==> config.mk <==
export PLATFORM = sky130hd
export DESIGN_NAME = baccarat_datapath
export DESIGN_NICKNAME = d
export VERILOG_FILES = /design/src/rtl/baccarat_datapath_pkg.sv /design/src/rtl/baccarat_datapath_dealcard.sv /design/src/rtl/baccarat_datapath.sv
export SDC_FILE = /design/constraint.sdc
export NUM_CORES = 1
export LEC_CHECK = 0
export BUFFER_PORTS_ARGS = -buffer_cell sky130_fd_sc_hd__buf_2
export CORE_MARGIN = 1
export CORE_UTILIZATION = 45
export CTS_CLUSTER_SIZE = 12
export DETAILED_ROUTE_END_ITERATION = 10
export PLACE_DENSITY = 0.7
export SYNTH_ARGS = -nofsm -noshare
export SYNTH_HDL_FRONTEND = slang
export SYNTH_SLANG_ARGS = --single-unit
==> constraint.sdc <==
create_clock -name slow_clock -period 4 [get_ports slow_clock]
set_input_delay 0.8 -clock slow_clock [delete_from_list [all_inputs] [get_ports slow_clock]]
set_output_delay 0.8 -clock slow_clock [all_outputs]
set_load 0.02 [all_outputs]
==> src/rtl/baccarat_datapath_pkg.sv <==
// Shared card encoding and baccarat scoring helpers for the hand datapath.
// Cards are 4-bit ranks (0 = empty, 1 = ace .. 13 = king).
package baccarat_datapath_pkg;

  typedef logic [3:0] card_t;

  localparam card_t CARD_EMPTY = 4'd0;
  localparam card_t CARD_ACE   = 4'd1;
  localparam card_t CARD_NINE  = 4'd9;
  localparam card_t CARD_KING  = 4'd13;

  // Tens, faces, empty slots and the unreachable codes 14/15 all count as zero.
  function automatic logic [3:0] card_value(input card_t c);
    return (c >= CARD_ACE && c <= CARD_NINE) ? c : 4'd0;
  endfunction

  // Sum of three values is at most 27, so one conditional subtraction of 10 or 20 gives mod 10.
  function automatic logic [3:0] hand_score(input card_t c1, input card_t c2, input card_t c3);
    logic [4:0] sum;
    logic [4:0] red;
    sum = {1'b0, card_value(c1)} + {1'b0, card_value(c2)} + {1'b0, card_value(c3)};
    if (sum >= 5'd20)
      red = sum - 5'd20;
    else if (sum >= 5'd10)
      red = sum - 5'd10;
    else
      red = sum;
    return red[3:0];
  endfunction

endpackage

==> src/rtl/baccarat_datapath_dealcard.sv <==
// Free-running card source: cycles 1..13 every clock, restarting at CARD_SEED on reset.
module dealcard
  import baccarat_datapath_pkg::*;
#(
  parameter int CARD_SEED = 1
) (
  input  logic       slow_clock,
  input  logic       resetb,
  output logic [3:0] new_card
);

  if (CARD_SEED < 1 || CARD_SEED > 13) begin : g_bad_seed
    $error("dealcard: CARD_SEED must be in 1..13");
  end

  localparam card_t SEED = CARD_SEED[3:0];

  card_t count_q;
  card_t count_d;

  always_comb begin
    count_d = count_q + 4'd1;
    if (count_q == CARD_KING)
      count_d = CARD_ACE;
  end

  always_ff @(posedge slow_clock or negedge resetb) begin
    if (!resetb)
      count_q <= SEED;
    else
      count_q <= count_d;
  end

  assign new_card = count_q;

endmodule

==> src/rtl/baccarat_datapath.sv <==
// Baccarat hand datapath: six card registers loaded from the deal counter,
// with combinational player/dealer scores and the player third-card value.
module baccarat_datapath
  import baccarat_datapath_pkg::*;
#(
  parameter int CARD_SEED = 1
) (
  input  logic       slow_clock,
  input  logic       resetb,
  input  logic       load_pcard1,
  input  logic       load_pcard2,
  input  logic       load_pcard3,
  input  logic       load_dcard1,
  input  logic       load_dcard2,
  input  logic       load_dcard3,
  output logic [3:0] pcard1_out,
  output logic [3:0] pcard2_out,
  output logic [3:0] pcard3_out,
  output logic [3:0] dcard1_out,
  output logic [3:0] dcard2_out,
  output logic [3:0] dcard3_out,
  output logic [3:0] pscore,
  output logic [3:0] dscore,
  output logic [3:0] pcard3
);

  card_t      new_card;
  logic [5:0] load;
  card_t      card [6];

  dealcard #(
    .CARD_SEED (CARD_SEED)
  ) u_dealcard (
    .slow_clock (slow_clock),
    .resetb     (resetb),
    .new_card   (new_card)
  );

  // Slots 0..2 are player cards 1..3, slots 3..5 dealer cards 1..3.
  assign load = {load_dcard3, load_dcard2, load_dcard1, load_pcard3, load_pcard2, load_pcard1};

  genvar gi;
  for (gi = 0; gi < 6; gi++) begin : g_card_reg
    card_t card_q;
    card_t card_d;

    always_comb begin
      card_d = card_q;
      if (load[gi])
        card_d = new_card;
    end

    always_ff @(posedge slow_clock or negedge resetb) begin
      if (!resetb)
        card_q <= CARD_EMPTY;
      else
        card_q <= card_d;
    end

    assign card[gi] = card_q;
  end

  assign pcard1_out = card[0];
  assign pcard2_out = card[1];
  assign pcard3_out = card[2];
  assign dcard1_out = card[3];
  assign dcard2_out = card[4];
  assign dcard3_out = card[5];

  assign pscore = hand_score(card[0], card[1], card[2]);
  assign dscore = hand_score(card[3], card[4], card[5]);
  assign pcard3 = card_value(card[2]);

endmodule
==> results.json <==
{
  "grt_pass1_vias": 1385,
  "globalplace.congestion": 0.778,
  "final_util_pct": 66.8,
  "fmax_ghz": 0.251,
  "cts_tree": "done",
  "slew_violations": 0,
  "cts_buffer_depth": 2,
  "syn_inst": 180,
  "ios": 44,
  "diodes": 0,
  "drive_gt1_share_pct": 58.1,
  "critical_path.startpoint": "dcard1_out[3]",
  "cp_slowest_cell": "fa_2",
  "p_per_area_nw_per_um2": 374,
  "die_h_um": 68.1,
  "hold_buffers": 0,
  "viasPerCell": 5.28,
  "grt_max_degree": 29,
  "port-buffer-count": 43,
  "slew_headroom_pct": 59.7,
  "synthArstFlopShare_pct": 100,
  "min_period_ns": 3.99,
  "antenna_found_initial": 0,
  "crit_fanout": 5,
  "avgSynthCellArea_um2": 10.9,
  "worstSetupStartpointType": "flop",
  "initial_utilization_pct": 48.1,
  "grtUsageTotal_pct": 19.1,
  "worst_hold_slack_ns": 0.521,
  "cp.arrival_ns": 3.19,
  "path_class": "reg -> out",
  "final_net_count": 279,
  "hold_path.class": "in -> async",
  "finalHoldViolCount": 0,
  "die_w_um": 68.1,
  "antenna_left": 0,
  "setup_viol_count_final": 0,
  "ir_drop_mv": 0.193,
  "r2r_start": "u_dealcard.new_card[0]",
  "crit_family": "adder cells",
  "clock_skew_ns": 0.00218,
  "grt_use_met3_pct": 2.50,
  "ys.flop_type": "dfrtp_1",
  "leakage_nw": 1.26,
  "syn2layout_area_growth_pct": 38.8,
  "cp-end-kind": "output port",
  "routed-via-count": 1574,
  "row_count": 23,
  "final_cell_mix": "37 x buf_2, 28 x buf_4, 26 x mux2_2, 23 x dfrtp_1",
  "final_common_cell": "buf_2",
  "fill_cells": 310,
  "synth_edf_count": 0,
  "ys_ff_latch": 28,
  "yosysWarningCount": 0,
  "synth_area_um2": 1970,
  "crit_required_ns": 3.20,
  "dieArea_um2": 4640,
  "run_status": "finished, final reports clean",
  "cts.htree.levels": 1,
  "cts.clk_slew.worst_paths_ns": 0.09,
  "path_cells": "nand2b_4, fa_1, inv_1, ha_2, fa_2, ha_4, nor2b_4, o31ai_2, mux2_4, o21a_1, o21ai_1, buf_4",
  "cts_buffers": 3,
  "drc": 0,
  "root_buffer": "clkbuf_8",
  "routed_wl_mm": 4.54,
  "grt-ovfl-total": 0,
  "worst_pin_slew_ns": 0.604,
  "clock_latency_ns": 0.27,
  "core-area_um2": 4090,
  "finalCritPeriodShare_pct": 99.7,
  "ys_types": 34,
  "grt_pass1_wl_mm": 6.62,
  "syn_nets": 210,
  "rsz0062_at_grt": "true",
  "cts.sink_count": 28,
  "drtIter0Drc": 59,
  "wl_per_cell_um": 15.2,
  "use_met1_pct": 27.0,
  "yosysSeqAreaShare_pct": 35.7,
  "dp_hpwl_mm": 3.00,
  "dr.pass1.iters": 4,
  "grt_busiest_layer": "met2",
  "critPathMaxStageDelay_ns": 0.57,
  "met2_usage_pct": 31.1,
  "cap_violations": 0,
  "cp.buffers_inverters": 2
}
[cells by family after synthesis]
logic type                 after synthesis  share of synthesized area, %
and+or+nand+nor                         48                          14.3
AOI/OAI and AO/OA                       35                          11.1
muxes                                   28                          16.2
DFF                                     28                          35.7
adders and majority gates               22                          17.8
buffers and inverters                   14                          2.67
xor gates and xnor gates                 5                          2.23
[where the power goes]
part	leakage, nW	internal [mW]	total, mW	switching (mW)
Combinational	0.907	0.260	0.534	0.274
Sequential	0.322	0.297	0.313	0.0162
Clock	0.0288	0.0882	0.173	0.0851
[layout make-up]
cell class / count / area, um^2 / area share [%]
multi-input combinational: 138 / 1440 / 52.7
sequential: 28 / 707 / 25.9
timing repair buffer: 68 / 429 / 15.7
clock buffer: 4 / 55.1 / 2.02
tap: 50 / 62.6 / 2.29
inverter: 10 / 37.5 / 1.38
[routing by layer]
| layer | up-vias | wire length [um] |
|---|---|---|
| li1 | 764 | - |
| met1 | 777 | 2150 |
| met2 | 28 | 2230 |
| met3 | 5 | 112 |
| met4 | 0 | 43 |
| met5 | - | 0 |
[state kept, by name (all words and copies together), names as in the netlist]
name	flops
dcard1_out	4
dcard3_out	4
u_dealcard.new_card	4
pcard3_out	4
pcard1_out	4
pcard2_out	4
dcard2_out	4
[synthesized netlist by cell type (2+ instances only)]
cell type / n / area [um^2]
mux2_2: 26 / 293
nand2_1: 7 / 26.3
ha_1: 12 / 150
xnor2_1: 5 / 43.8
o31ai_1: 2 / 15.0
nor2_1: 4 / 15.0
nor3b_1: 6 / 45.0
a21oi_1: 7 / 35.0
nand2b_1: 11 / 68.8
and2_1: 7 / 43.8
dfrtp_1: 27 / 676
a21o_1: 3 / 22.5
fa_1: 10 / 200
a211o_1: 2 / 17.5
inv_1: 9 / 33.8
nor2b_1: 10 / 62.6
clkbuf_1: 4 / 15.0
o21ai_0: 12 / 60.1
[per-stage QoR]
stage                     instance area (um^2)  TNS (ns)  std cells  setup WS [ns]  power (mW)
after floorplan                           1970   -0.0407        180        -0.0407       0.597
after global placement                    2250         0        271         0.0992       0.696
after detailed placement                  2250         0        271         0.0242       0.701
after CTS                                 2460   -0.0671        286        -0.0375       0.917
after global routing                      2730    -0.504        298         -0.115        1.09
final                                     2730         0        298         0.0118        1.02
[worst paths after layout]
kind / to / slack (ns) / depth (start not counted)
setup / recovery: dscore[1] / 0.01 / 12
hold / removal: dcard2_out[0] / 0.52 / 1
setup reg to reg: u_dealcard.new_card[1] / 2.88 / 1
hold reg to reg: dcard1_out[0] / 0.53 / 1
max in group asynchronous: pcard3_out[3] / 3.05 / 1
min in group slow_clock: dcard1_out[0] / 0.53 / 1
[repair_timing]
| item | CTS | global route |
|---|---|---|
| gates resized for setup | 21 | 41 |
| buffers inserted | 11 | 12 |
| endpoints found under the setup margin | 6 | 6 |
| gates cloned | 0 | 0 |
| pin swaps | 6 | 26 |
| endpoints found under the hold margin | 0 | 0 |
No activity file was read; power rests on OpenSTA's default activity.
